===== src/rtl/mix_ctrl_seq_if.sv =====
// Sensor/valve bundle for the sequenced mixing controller.
// The master side drives sensors and commands, and the slave side is the controller.
interface mix_ctrl_seq_if #(
  parameter int unsigned CW = 7
);
  logic          start;
  logic          abort;
  logic          lim;
  logic          min_lvl;
  logic          empty;
  logic [CW-1:0] conc_cur;
  logic [CW-1:0] conc_tgt;
  logic          valve_a;
  logic          valve_b;
  logic          mixer;
  logic          drain;
  logic          busy;
  logic          done;
  logic          fault;
  logic [2:0]    state;

  modport master (
    output start, abort, lim, min_lvl, empty, conc_cur, conc_tgt,
    input  valve_a, valve_b, mixer, drain, busy, done, fault, state
  );

  modport slave (
    input  start, abort, lim, min_lvl, empty, conc_cur, conc_tgt,
    output valve_a, valve_b, mixer, drain, busy, done, fault, state
  );
endinterface


===== src/rtl/mix_ctrl_seq.sv =====
// Batch mixing controller: dose to target, mix for a fixed time, drain until empty.
// Every output is registered from the next state, so input-to-output latency is one cycle.
module mix_ctrl_seq #(
  parameter int unsigned CW         = 7,
  parameter int unsigned CMAX       = 100,
  parameter int unsigned TOL        = 0,
  parameter int unsigned MIX_CYCLES = 16,
  parameter int unsigned DRAIN_TO   = 1024
) (
  input logic           clk,
  input logic           rst,
  mix_ctrl_seq_if.slave bus
);

  localparam int unsigned CntMax = (MIX_CYCLES > DRAIN_TO) ? MIX_CYCLES : DRAIN_TO;
  localparam int unsigned CntW   = $clog2(CntMax + 1);

  localparam logic [CntW-1:0] MixLast   = CntW'(MIX_CYCLES - 1);
  localparam logic [CntW-1:0] DrainLast = CntW'(DRAIN_TO - 1);
  localparam logic [CW:0]     CmaxX     = (CW + 1)'(CMAX);
  localparam logic [CW:0]     TolX      = (CW + 1)'(TOL);

  typedef enum logic [2:0] {
    StIdle  = 3'd0,
    StDose  = 3'd1,
    StMix   = 3'd2,
    StDrain = 3'd3,
    StFault = 3'd4
  } state_e;

  state_e          state_q, state_d;
  logic [CntW-1:0] cnt_q, cnt_d;
  logic [CW-1:0]   tgt_q, tgt_d, tgt_sat;

  logic valve_a_q, valve_a_d;
  logic valve_b_q, valve_b_d;
  logic mixer_q, mixer_d;
  logic drain_q, drain_d;
  logic busy_q, busy_d;
  logic done_q, done_d;
  logic fault_q, fault_d;

  // Band limits use one extra bit so tgt + TOL cannot wrap.
  logic [CW:0] tgt_x, cur_x, lo, hi;

  assign tgt_sat = ({1'b0, bus.conc_tgt} > CmaxX) ? CmaxX[CW-1:0] : bus.conc_tgt;

  always_comb begin
    state_d = state_q;
    cnt_d   = cnt_q;
    tgt_d   = tgt_q;
    done_d  = 1'b0;
    unique case (state_q)
      StIdle: begin
        if (bus.start) begin
          tgt_d   = tgt_sat;
          state_d = StDose;
        end
      end
      StDose: begin
        if (bus.abort) begin
          state_d = StDrain;
          cnt_d   = '0;
        end else if (bus.lim) begin
          state_d = StMix;
          cnt_d   = '0;
        end
      end
      StMix: begin
        if (bus.abort || (cnt_q == MixLast)) begin
          state_d = StDrain;
          cnt_d   = '0;
        end else begin
          cnt_d = cnt_q + CntW'(1);
        end
      end
      StDrain: begin
        // Empty takes precedence over a simultaneous timeout.
        if (bus.empty) begin
          state_d = StIdle;
          cnt_d   = '0;
          done_d  = 1'b1;
        end else if (cnt_q == DrainLast) begin
          state_d = StFault;
        end else begin
          cnt_d = cnt_q + CntW'(1);
        end
      end
      StFault: state_d = StFault;
      default: state_d = StIdle;
    endcase
  end

  always_comb begin
    tgt_x = {1'b0, tgt_d};
    cur_x = {1'b0, bus.conc_cur};
    hi    = tgt_x + TolX;
    lo    = (tgt_x >= TolX) ? (tgt_x - TolX) : '0;
  end

  always_comb begin
    valve_a_d = 1'b0;
    valve_b_d = 1'b0;
    mixer_d   = 1'b0;
    drain_d   = 1'b0;
    busy_d    = (state_d != StIdle);
    fault_d   = (state_d == StFault);
    unique case (state_d)
      StDose: begin
        mixer_d = bus.min_lvl;
        if (cur_x < lo) begin
          valve_a_d = 1'b1;
        end else if (cur_x > hi) begin
          valve_b_d = 1'b1;
        end else if (tgt_x == CmaxX) begin
          valve_a_d = 1'b1;
        end else if (tgt_x == '0) begin
          valve_b_d = 1'b1;
        end else begin
          valve_a_d = 1'b1;
          valve_b_d = 1'b1;
        end
      end
      StMix:   mixer_d = 1'b1;
      StDrain: drain_d = 1'b1;
      StFault: drain_d = 1'b1;
      default: ;
    endcase
  end

  always_ff @(posedge clk or posedge rst) begin
    if (rst) begin
      state_q   <= StIdle;
      cnt_q     <= '0;
      tgt_q     <= '0;
      valve_a_q <= 1'b0;
      valve_b_q <= 1'b0;
      mixer_q   <= 1'b0;
      drain_q   <= 1'b0;
      busy_q    <= 1'b0;
      done_q    <= 1'b0;
      fault_q   <= 1'b0;
    end else begin
      state_q   <= state_d;
      cnt_q     <= cnt_d;
      tgt_q     <= tgt_d;
      valve_a_q <= valve_a_d;
      valve_b_q <= valve_b_d;
      mixer_q   <= mixer_d;
      drain_q   <= drain_d;
      busy_q    <= busy_d;
      done_q    <= done_d;
      fault_q   <= fault_d;
    end
  end

  assign bus.valve_a = valve_a_q;
  assign bus.valve_b = valve_b_q;
  assign bus.mixer   = mixer_q;
  assign bus.drain   = drain_q;
  assign bus.busy    = busy_q;
  assign bus.done    = done_q;
  assign bus.fault   = fault_q;
  assign bus.state   = state_q;

endmodule


===== src/flat_wrapper.sv =====
// flat-port wrapper written by rule: the top's interface ports become plain ports
module mix_ctrl_seq_flat 
#(
  parameter int unsigned CW         = 7,
  parameter int unsigned CMAX       = 100,
  parameter int unsigned TOL        = 0,
  parameter int unsigned MIX_CYCLES = 16,
  parameter int unsigned DRAIN_TO   = 1024
)
  (clk, rst, bus_start, bus_abort, bus_lim, bus_min_lvl, bus_empty, bus_conc_cur, bus_conc_tgt, bus_valve_a, bus_valve_b, bus_mixer, bus_drain, bus_busy, bus_done, bus_fault, bus_state);
  mix_ctrl_seq_if #(.CW(CW)) bus_i ();
  input logic clk;
  input logic rst;
  input wire logic [$bits(bus_i.start)-1:0] bus_start;
  input wire logic [$bits(bus_i.abort)-1:0] bus_abort;
  input wire logic [$bits(bus_i.lim)-1:0] bus_lim;
  input wire logic [$bits(bus_i.min_lvl)-1:0] bus_min_lvl;
  input wire logic [$bits(bus_i.empty)-1:0] bus_empty;
  input wire logic [$bits(bus_i.conc_cur)-1:0] bus_conc_cur;
  input wire logic [$bits(bus_i.conc_tgt)-1:0] bus_conc_tgt;
  output wire logic [$bits(bus_i.valve_a)-1:0] bus_valve_a;
  output wire logic [$bits(bus_i.valve_b)-1:0] bus_valve_b;
  output wire logic [$bits(bus_i.mixer)-1:0] bus_mixer;
  output wire logic [$bits(bus_i.drain)-1:0] bus_drain;
  output wire logic [$bits(bus_i.busy)-1:0] bus_busy;
  output wire logic [$bits(bus_i.done)-1:0] bus_done;
  output wire logic [$bits(bus_i.fault)-1:0] bus_fault;
  output wire logic [$bits(bus_i.state)-1:0] bus_state;
  assign bus_i.start = bus_start;
  assign bus_i.abort = bus_abort;
  assign bus_i.lim = bus_lim;
  assign bus_i.min_lvl = bus_min_lvl;
  assign bus_i.empty = bus_empty;
  assign bus_i.conc_cur = bus_conc_cur;
  assign bus_i.conc_tgt = bus_conc_tgt;
  assign bus_valve_a = bus_i.valve_a;
  assign bus_valve_b = bus_i.valve_b;
  assign bus_mixer = bus_i.mixer;
  assign bus_drain = bus_i.drain;
  assign bus_busy = bus_i.busy;
  assign bus_done = bus_i.done;
  assign bus_fault = bus_i.fault;
  assign bus_state = bus_i.state;
  mix_ctrl_seq #(.CW(CW), .CMAX(CMAX), .TOL(TOL), .MIX_CYCLES(MIX_CYCLES), .DRAIN_TO(DRAIN_TO)) u_core (.clk(clk), .rst(rst), .bus(bus_i));
endmodule

===== config.mk =====
export PLATFORM = sky130hd
export DESIGN_NAME = mix_ctrl_seq_flat
export DESIGN_NICKNAME = d
export VERILOG_FILES = /design/src/rtl/mix_ctrl_seq_if.sv /design/src/rtl/mix_ctrl_seq.sv /design/src/flat_wrapper.sv
export SDC_FILE = /design/constraint.sdc
export NUM_CORES = 1
export LEC_CHECK = 0
export ABC_AREA = 0
export BUFFER_PORTS_ARGS = -buffer_cell sky130_fd_sc_hd__buf_2
export CORE_MARGIN = 3
export CORE_UTILIZATION = 50
export CTS_CLUSTER_DIAMETER = 150
export DETAILED_ROUTE_END_ITERATION = 16
export GPL_TIMING_DRIVEN = 0
export PLACE_DENSITY = 0.84
export SYNTH_ARGS = -nofsm -noshare
export SYNTH_HDL_FRONTEND = slang
export SYNTH_SLANG_ARGS = --single-unit

===== constraint.sdc =====
create_clock -name clk -period 2.42 [get_ports clk]
set_clock_uncertainty 0.1 [all_clocks]
set_input_delay 0.121 -clock clk [delete_from_list [all_inputs] [get_ports clk]]
set_output_delay 0.121 -clock clk [all_outputs]
set_load 0.01 [all_outputs]

* Word level (Yosys, flattened, before mapping) *
Index checks and enable logic that the tools add are counted.
W data, S select, Z words.

cells by class
  magnitude comparators = 3
  equality and inequality tests = 13
  reductions and logical operators = 7
  mux-type cells = 29
  add/subtract/negate cells = 1

operator list
  kind                     number
  $mux W11                 5
  $pmux W11 S3             1
  $mux W7                  3
  $mux W3                  6
  $pmux W3 S5              1
  $eq A3 B2 Y1 const B     4
  $mux W1                  12
  $add A11 B1 Y11 const B  1
  $eq A11 B10 Y1 const B   1
  $eq A11 B4 Y1 const B    1
  $logic_not A8 Y1         1
  $eq A7 B7 Y1 const B     1
  $gt A7 B7 Y1             1
  $gt A7 B7 Y1 const B     1
  $lt A7 B7 Y1             1
  $eq A3 B1 Y1 const B     2
  $eq A3 B3 Y1 const B     2
  $ne A3 B3 Y1 const B     2
  $reduce_bool A3 Y1       2
  $logic_not A3 Y1         1
  $reduce_and A3 Y1        1
  $pmux W1 S2              1
  $reduce_or A2 Y1         1
  $logic_or A1 B1 Y1       1

storage, ports and cells
  word-level logic and storage cells = 63
  bits in registers = 28
  input bits = 21
  output and inout port bits = 10

* Depth between registers and ports, before layout *
Gate-level depths: netlist (run 1).

  word-level depth = 10
  gate-level depth with buffers = 11
  gate-level depth less buffers = 9

* Worst setup path after synthesis (run 1) *
No wires, ideal clock.

  kind = register to register
  start point = reg u_core.state_q[2], in the netlist u_core.bus.state[2]
  end point = reg u_core.valve_b_q, in the netlist u_core.bus.valve_b
  data arrival time = 2.464 ns
  path slack = -0.209 ns
  path buffers = 2
  data required time = 2.255 ns
  period minus slack after synthesis = 2.629 ns
  library setup time = 0.065 ns
  stages on the path, launching flop included = 12
  cell sequence = dfrtp_1 buf_6 or4b_4 buf_6 nor2_1 a22oi_1 ha_1 nand2b_1 a32oi_1 o31ai_1 o31ai_2 o211a_1

on the way
  word-level cells in the longest chain between the ends = 7
  elaborated cells between the ends (all ways) = 21
  those cells by class = order compare (2); eq/ne (6); mux (12); reduce/logical (1)

ends and longest elaborated chain
  what                                                                  RTL line             source
  start: declaration                                                    mix_ctrl_seq.sv:31   state_e state_q, state_d;
  start signal: assignment                                              mix_ctrl_seq.sv:133  state_q <= StIdle;
  start signal: assignment                                              mix_ctrl_seq.sv:144  state_q <= state_d;
  parallel branches: the longest is 6 deep, another holds $gt A7 B7 Y1  --
  $mux W1 (*)                                                           mix_ctrl_seq.sv:108  unique case (state_d)
  named net u_core.valve_b_d                                            mix_ctrl_seq.sv:36   logic valve_b_q, valve_b_d;
  end signal: assignment                                                mix_ctrl_seq.sv:148  valve_b_q <= valve_b_d;
  end: declaration                                                      mix_ctrl_seq.sv:36

Mark *: on every way through the listed nets, which the timed path passes.
A chain may end at the register's enable or synchronous reset.

* Worst setup path in the final report (run 1) *
  start point = reg u_core.state_q[1], in the netlist u_core.bus.state[1]
  end point = reg u_core.valve_b_q, in the netlist u_core.bus.valve_b

The elaborated chain is that of the path after synthesis.

==> flow_metrics.env, run 1 <==
export IMPL_die_height_um=65.19
export IMPL_synth_edf_count=0
export IMPL_r2r_start="u_core.bus.state[1]$_DFF_PP0_"
export IMPL_finalSetupViolCount=2
export IMPL_grt_pass1_vias=1495
export IMPL_fin_crit_ns=2.597
export IMPL_critPathLaunchType="flop"
export IMPL_synth_area_leaders="dfrtp_1 (40%), ha_1 (5.0%), nor2_1 (4.1%), a21o_1 (3.0%), mux2i_4 (2.6%)"
export IMPL_rr_worst_depth=8
export IMPL_start_util_pct=54.69
export IMPL_syn_num_nets=209
export IMPL_diodes=0
export IMPL_status="complete, but fails checks"
export IMPL_maxSlewViolCount=0
export IMPL_p_leak_uw=0.001069
export IMPL_cts_sinks=28
export IMPL_fin_crit_sh_pct=107.3
export IMPL_yosys_warnings=0
export IMPL_clock_latency_ns=0.34
export IMPL_clk_root_buffer_cell="clkbuf_4"
export IMPL_ys_ff_latch=28
export IMPL_drv_cap=0
export IMPL_overflow=0
export IMPL_place_gp_congestion=0.8703
export IMPL_die_w_um=65.19
export IMPL_criticalPathCategory="reg -> reg"
export IMPL_dpl_worst_slack_ns=-0.4325
export IMPL_drcViolationCount=0
export IMPL_ys_types=52
export IMPL_cts_clk_slew_worst_paths_ns=0.15
export IMPL_post_route_cells_drive_above_1_share_pct=30.57
export IMPL_setup_ws_ns=-0.1767
export IMPL_hold_path_class="in -> reg"
export IMPL_max_vdd_ir_drop_v=0.0007342
export IMPL_num_fill_cells=256
export IMPL_dr_pass1_iters=4
export IMPL_die_area_sq_um=4250
export IMPL_grt_total_usage_pct=20.09
export IMPL_final_setup_tns_ns=-0.3097
export IMPL_final_cell_area_sq_um=2248
export IMPL_cts_tree="yes"
export IMPL_layout_nets=258
export IMPL_hold_worst_slack_ns=0.03796
export IMPL_endpoint="u_core.bus.valve_b$_DFF_PP0_"
export IMPL_area_growth_pct=28.36
export IMPL_synthCells=181
export IMPL_htreeDepth=1
export IMPL_place_area_sq_um=1996
export IMPL_worstPathRequired_ns=2.61
export IMPL_ios=31
export IMPL_setup_reg_to_reg_worst_slack_ns=-0.18
export IMPL_clk_path_buf_depth=2
export IMPL_grt_pass1_wl_mm=6.782
export IMPL_drtIter0Drc=84
export IMPL_p_per_area_nw_per_um2=957.6
export IMPL_final_hold_viol_count=0
export IMPL_wl_per_cell_um=14.89
export IMPL_path_max_fanout=5
export IMPL_crit_arrival_ns=2.79
export IMPL_r2r_end="u_core.bus.valve_b$_DFF_PP0_"
export IMPL_rsz0062_at_grt="yes"
export IMPL_routed_wl_mm=4.065
export IMPL_syn_area_per_cell_sq_um=9.678
export IMPL_numCtsBuffers=3
export IMPL_async_reset_ff_share_pct=100.0
export IMPL_dpl_hpwl_mm=2.796
export IMPL_netlist_area_sq_um=1752
export IMPL_ys_flop_type="dfrtp_1"
export IMPL_fmax_mhz=385.1
export IMPL_end_kind="flop"
export IMPL_vias=1590
export IMPL_vias_per_cell=5.824
export IMPL_io_buffers=30
export IMPL_min_from="bus_conc_cur[2]"
export IMPL_grt_max_degree=29
export IMPL_synth_top_area_share_pct=40.00
export IMPL_core_area_sq_um=3203
export IMPL_rows=20
export IMPL_slew_headroom_pct=32.12
export IMPL_synth_seq_area_share_pct=40.00
export IMPL_synth_top_area_cell="dfrtp_1"
export IMPL_worstMarginPinSlew_ns=1.017
export IMPL_antenna_found_initial=0
export IMPL_ant_nets=0
export IMPL_critical_path_startpoint="u_core.bus.state[1]$_DFF_PP0_"
export IMPL_violations="negative setup slack"
[critical path: stages, from the launching register on]
cell	delay, ns
dfrtp_1	0.42
buf_6	0.13
or4b_4	0.58
buf_12	0.17
mux2i_4	0.20
ha_4	0.28
nand4_1	0.15
o31ai_2	0.33
o211a_1	0.20
[where the power goes]
| part | internal, uW | switching [uW] | leakage, uW |
|---|---|---|---|
| registers | 592 | 75.0 | 0.000364 |
| clock network | 168 | 140 | 0.0000279 |
| logic | 549 | 629 | 0.000676 |
| total | 1310 | 844 | 0.00107 |
[area by class of cell]
cell class	count	area (sq um)	area share [%]
multi-input combinational	135	1066	47.41
timing repair buffer	45	292.8	13.02
clock inverter	1	30.03	1.336
clock buffer	3	22.52	1.002
sequential	28	700.7	31.16
buffer	5	36.28	1.614
tap	44	55.05	2.449
inverter	12	45.04	2.003
[state kept, by name (all words and copies together), names as in the netlist]
signal and flops:
u_core.cnt_q 11, u_core.bus.fault 1, u_core.bus.drain 1, u_core.bus.valve_a 1
u_core.bus.state 3, u_core.bus.valve_b 1, u_core.tgt_q 7, u_core.bus.busy 1
u_core.bus.done 1, u_core.bus.mixer 1
[cells in the mapped netlist, types with 3 or more instances]
cell type,n
nand2b_1,3
o21ai_1,5
nor2_1,19
xnor2_1,4
a22o_1,4
a21oi_1,3
nand4b_1,3
nor2b_1,3
nand4_1,5
or3_1,3
nor3_1,8
o21ai_0,5
inv_1,11
nand2_1,10
dfrtp_1,28
a21o_1,7
nand3_1,7
ha_1,7
[metrics by stage]
stage | util (%) | std cells | total power [uW]
global route | 70.20 | 273 | 2324
CTS | 68.20 | 270 | 2073
finish | 70.20 | 273 | 2153
global placement | 62.30 | 255 | 1663
detailed placement | 62.30 | 255 | 1690
floorplan | - | 181 | 1442
[what timing repair did]
action / CTS / global route
pin swaps: 7 / 7
hold endpoints to repair: 34 / 0
gates resized for setup: 5 / 9
setup endpoints to repair: 2 / 6
buffers inserted: 4 / 4
hold buffers: 7 / 0
[layer usage]
metal / share of wire, % / vias up / track usage [%]
li1: - / 758 / -
met1: 45 / 763 / 28.23
met2: 46 / 60 / 31.98
met3: 6.7 / 9 / 2.735
met4: 2.1 / 0 / 6.477
met5: 0 / - / 0
[how the worst min path moves through the flow]
stage,end,slack [ns],cells after the start
4_1_cts,u_core.bus.valve_b$_DFF_PP0_,0.03,3
3_5_place_dp,u_core.bus.mixer$_DFF_PP0_,0.24,2
2_1_floorplan,u_core.bus.busy$_DFF_PP0_,0.09,1
5_1_grt,u_core.bus.valve_b$_DFF_PP0_,0.04,3
6_report,u_core.bus.valve_b$_DFF_PP0_,0.04,3
3_3_place_gp,u_core.bus.mixer$_DFF_PP0_,0.23,2
[logic make-up (layout without fill, tap and decap cells)]
logic type,count (synthesis),in the layout,share of synthesized area (%)
flip-flops,28,28,40.00
buffers and inverters,18,66,4.857
adder cells (fa/ha/maj),7,7,5.000
AND/OR/NAND/NOR,76,76,24.86
XOR/XNOR,4,4,2.000
multiplexers,6,6,5.000
AO/OA/AOI/OAI,42,42,18.28
[layout by cell type (no fill, tap or decap), types with 2 or more instances in the layout]
master and n:
ha_4 3, o211a_1 2, and3_1 2, a22o_1 4
or3_1 3, inv_1 11, nor3_1 8, xnor2_1 4
buf_6 2, o31ai_2 2, ha_1 3, nor2_1 17
o21ai_0 5, buf_2 31, mux2i_2 2, nand4b_1 3
o21ai_1 5, nand4_1 5, mux2i_4 2, buf_4 7
nand3_1 7, dlygate4sd3_1 7, mux2_2 2, a21oi_1 3
a21boi_0 2, nor2b_1 3, dfrtp_1 28, nand2b_1 2
nor3b_1 2, clkbuf_4 3, nand2_1 10, a21o_1 7
Note: power is estimated with default switching activity, not from simulation.
==> inputs of run 2 (changes only) <==
Settings changed: CORE_UTILIZATION 50 to 45, CTS_BUF_LIST from default to sky130_fd_sc_hd__clkbuf_16, PLACE_DENSITY 0.84 to 0.78.
==> run 2 against run 1 <==
Against the previous run: the run ends with negative hold slack, negative setup slack left; global-route usage down 2.0 points; combinational power down 4%; flip-flop and latch count unchanged; sequential power about the same; non-clock buffer count down 6; power up 0.89%; die area up 10%; fmax down 0.24%; cell area down 2.4%; routed wire length down 2.0%; largest cell class unchanged.
==> flow_metrics.env, run 2 (synthesis gave the netlist of run 1 again) <==
export IMPL_clock_latency_ns=0.26
export IMPL_ios=31
export IMPL_end_kind="flop"
export IMPL_cts_clk_slew_worst_paths_ns=0.06
export IMPL_regMostFlops="u_core.cnt_q"
export IMPL_vias=1539
export IMPL_routed_wl_mm=3.984
export IMPL_drtIter0Drc=79
export IMPL_maxSlewViolCount=0
export IMPL_final_hold_viol_count=1
export IMPL_utilization_pct=59.02
export IMPL_cpMostUsedCell="o31ai_2"
export IMPL_grt_total_usage_pct=18.09
export IMPL_largest_register_ffs=11
export IMPL_worstPathRequired_ns=2.52
export IMPL_area_growth_pct=25.21
export IMPL_final_cell_area_sq_um=2193
export IMPL_htreeDepth=1
export IMPL_rows=22
export IMPL_vias_per_cell=5.700
export IMPL_finalSetupViolCount=2
export IMPL_drv_cap=0
export IMPL_cp_num_buf_inv=2
export IMPL_criticalPathCategory="reg -> reg"
export IMPL_setup_reg_to_reg_worst_slack_ns=-0.18
export IMPL_layout_commonest_cell="buf_2"
export IMPL_start_util_pct=47.14
export IMPL_grt_pass1_wl_mm=6.368
export IMPL_grt_max_degree=29
export IMPL_drcViolationCount=0
export IMPL_die_height_um=68.39
export IMPL_place_inst=259
export IMPL_crit_arrival_ns=2.70
export IMPL_antenna_found_initial=0
export IMPL_hold_path_class="in -> async"
export IMPL_die_w_um=68.39
export IMPL_slew_headroom_pct=31.24
export IMPL_core_area_sq_um=3716
export IMPL_clk_path_buf_depth=2
export IMPL_grt_pass1_vias=1414
export IMPL_r2r_start="u_core.bus.state[2]$_DFF_PP0_"
export IMPL_fmax_mhz=384.2
export IMPL_switchingPower_uw=837.1
export IMPL_overflow=0
export IMPL_rr_worst_depth=11
export IMPL_r2r_end="u_core.bus.valve_b$_DFF_PP0_"
export IMPL_fin_cells=270
export IMPL_place_gp_congestion=0.8819
export IMPL_status="complete, but fails checks"
export IMPL_post_route_cells_drive_above_1_share_pct=29.28
export IMPL_layout_nets=252
export IMPL_wl_per_cell_um=14.76
export IMPL_dpl_hpwl_mm=2.807
export IMPL_numCtsBuffers=3
export IMPL_power_frac_comb_pct=52.2
export IMPL_worstMarginPinSlew_ns=1.030
export IMPL_p_leak_uw=0.001052
export IMPL_total_power_uw=2172
export IMPL_switching_share_pct=38.54
export IMPL_critPathLaunchType="flop"
export IMPL_die_area_sq_um=4677
export IMPL_most_common_layout_cells="buf_2 (32), dfrtp_1 (28), nor2_1 (18)"
export IMPL_power_frac_clock_pct=17.0
export IMPL_violations="negative hold slack, negative setup slack"
export IMPL_diodes=0
export IMPL_setup_ws_ns=-0.1830
export IMPL_p_per_area_nw_per_um2=990.3
export IMPL_hold_worst_slack_ns=-0.0003015
export IMPL_path_delay_family="compound AO/OA/AOI/OAI gates"
export IMPL_fin_crit_sh_pct=107.6
export IMPL_rsz0062_at_grt="yes"
export IMPL_cts_sinks=28
export IMPL_ant_nets=0
export IMPL_power_frac_seq_pct=30.8
export IMPL_max_vdd_ir_drop_v=0.0006945
export IMPL_io_buffers=30
export IMPL_path_max_fanout=8
export IMPL_clk_root_buffer_cell="clkbuf_16"
export IMPL_dr_pass1_iters=4
export IMPL_crit_path_top_delay_cell="or4b_4"
export IMPL_place_area_sq_um=2001
export IMPL_p_int_uw=1335
export IMPL_cts_tree="yes"
export IMPL_cp_slowest_stage_delay_ns=0.51
export IMPL_path_cells="buf_6 -> or4b_4 -> buf_12 -> nor2_4 -> a22oi_2 -> ha_4 -> nand2b_4 -> a32oi_2 -> o31ai_2 -> o31ai_2 -> o211a_1"
export IMPL_fin_crit_ns=2.603
run 2: final cells by class:
cell class / count / area, sq um
timing repair buffer: 39 / 232.7
sequential: 28 / 700.7
buffer: 5 / 45.04
inverter: 12 / 45.04
tap: 48 / 60.06
clock buffer: 3 / 75.07
fill: 328 / 1523
multi-input combinational: 135 / 1035
run 2: through the flow:
stage          setup WS, ns  TNS [ns]
4_1_cts             -0.2460   -0.4845
5_1_grt             -0.2682   -0.5360
3_5_place_dp        -0.5115    -1.013
3_3_place_gp        -0.4458   -0.8906
2_1_floorplan       -0.1573   -0.2957
6_report            -0.1830   -0.3537
run 2: layer usage:
layer	routed length [um]	share of wire, %	GRT usage [%]
met1	1918	48	25.54
met4	76	1.9	6.700
met2	1756	44	27.77
met3	233	5.8	2.791
met5	0	0	0
run 2: worst max path at each step:
stage                                  start                      endpoint  slack, ns  cells past startpoint
6_report       u_core.bus.state[2]$_DFF_PP0_  u_core.bus.valve_b$_DFF_PP0_      -0.18                     11
5_1_grt        u_core.bus.state[2]$_DFF_PP0_  u_core.bus.valve_a$_DFF_PP0_      -0.27                     11
4_1_cts        u_core.bus.state[1]$_DFF_PP0_  u_core.bus.valve_b$_DFF_PP0_      -0.25                     10
3_5_place_dp   u_core.bus.state[0]$_DFF_PP0_  u_core.bus.valve_a$_DFF_PP0_      -0.51                      9
3_3_place_gp   u_core.bus.state[0]$_DFF_PP0_  u_core.bus.valve_a$_DFF_PP0_      -0.45                      9
2_1_floorplan  u_core.bus.state[2]$_DFF_PP0_  u_core.bus.valve_b$_DFF_PP0_      -0.16                     10
run 2: power groups by stage:
stage | clock network (uW) | registers (uW) | logic (uW)
detailed placement | 0 | 672 | 1020
global route | 394 | 685 | 1250
floorplan | 0 | 686 | 756
finish | 369 | 669 | 1130
CTS | 374 | 666 | 1110
global placement | 0 | 670 | 992
run 2: repair_timing:
| action | CTS | global route |
|---|---|---|
| hold buffers | 1 | 0 |
| endpoints found under the setup margin | 2 | 4 |
| hold endpoints to repair | 1 | 0 |
| resized for setup | 6 | 4 |
| pin swaps | 5 | 3 |
| buffers inserted | 5 | 3 |
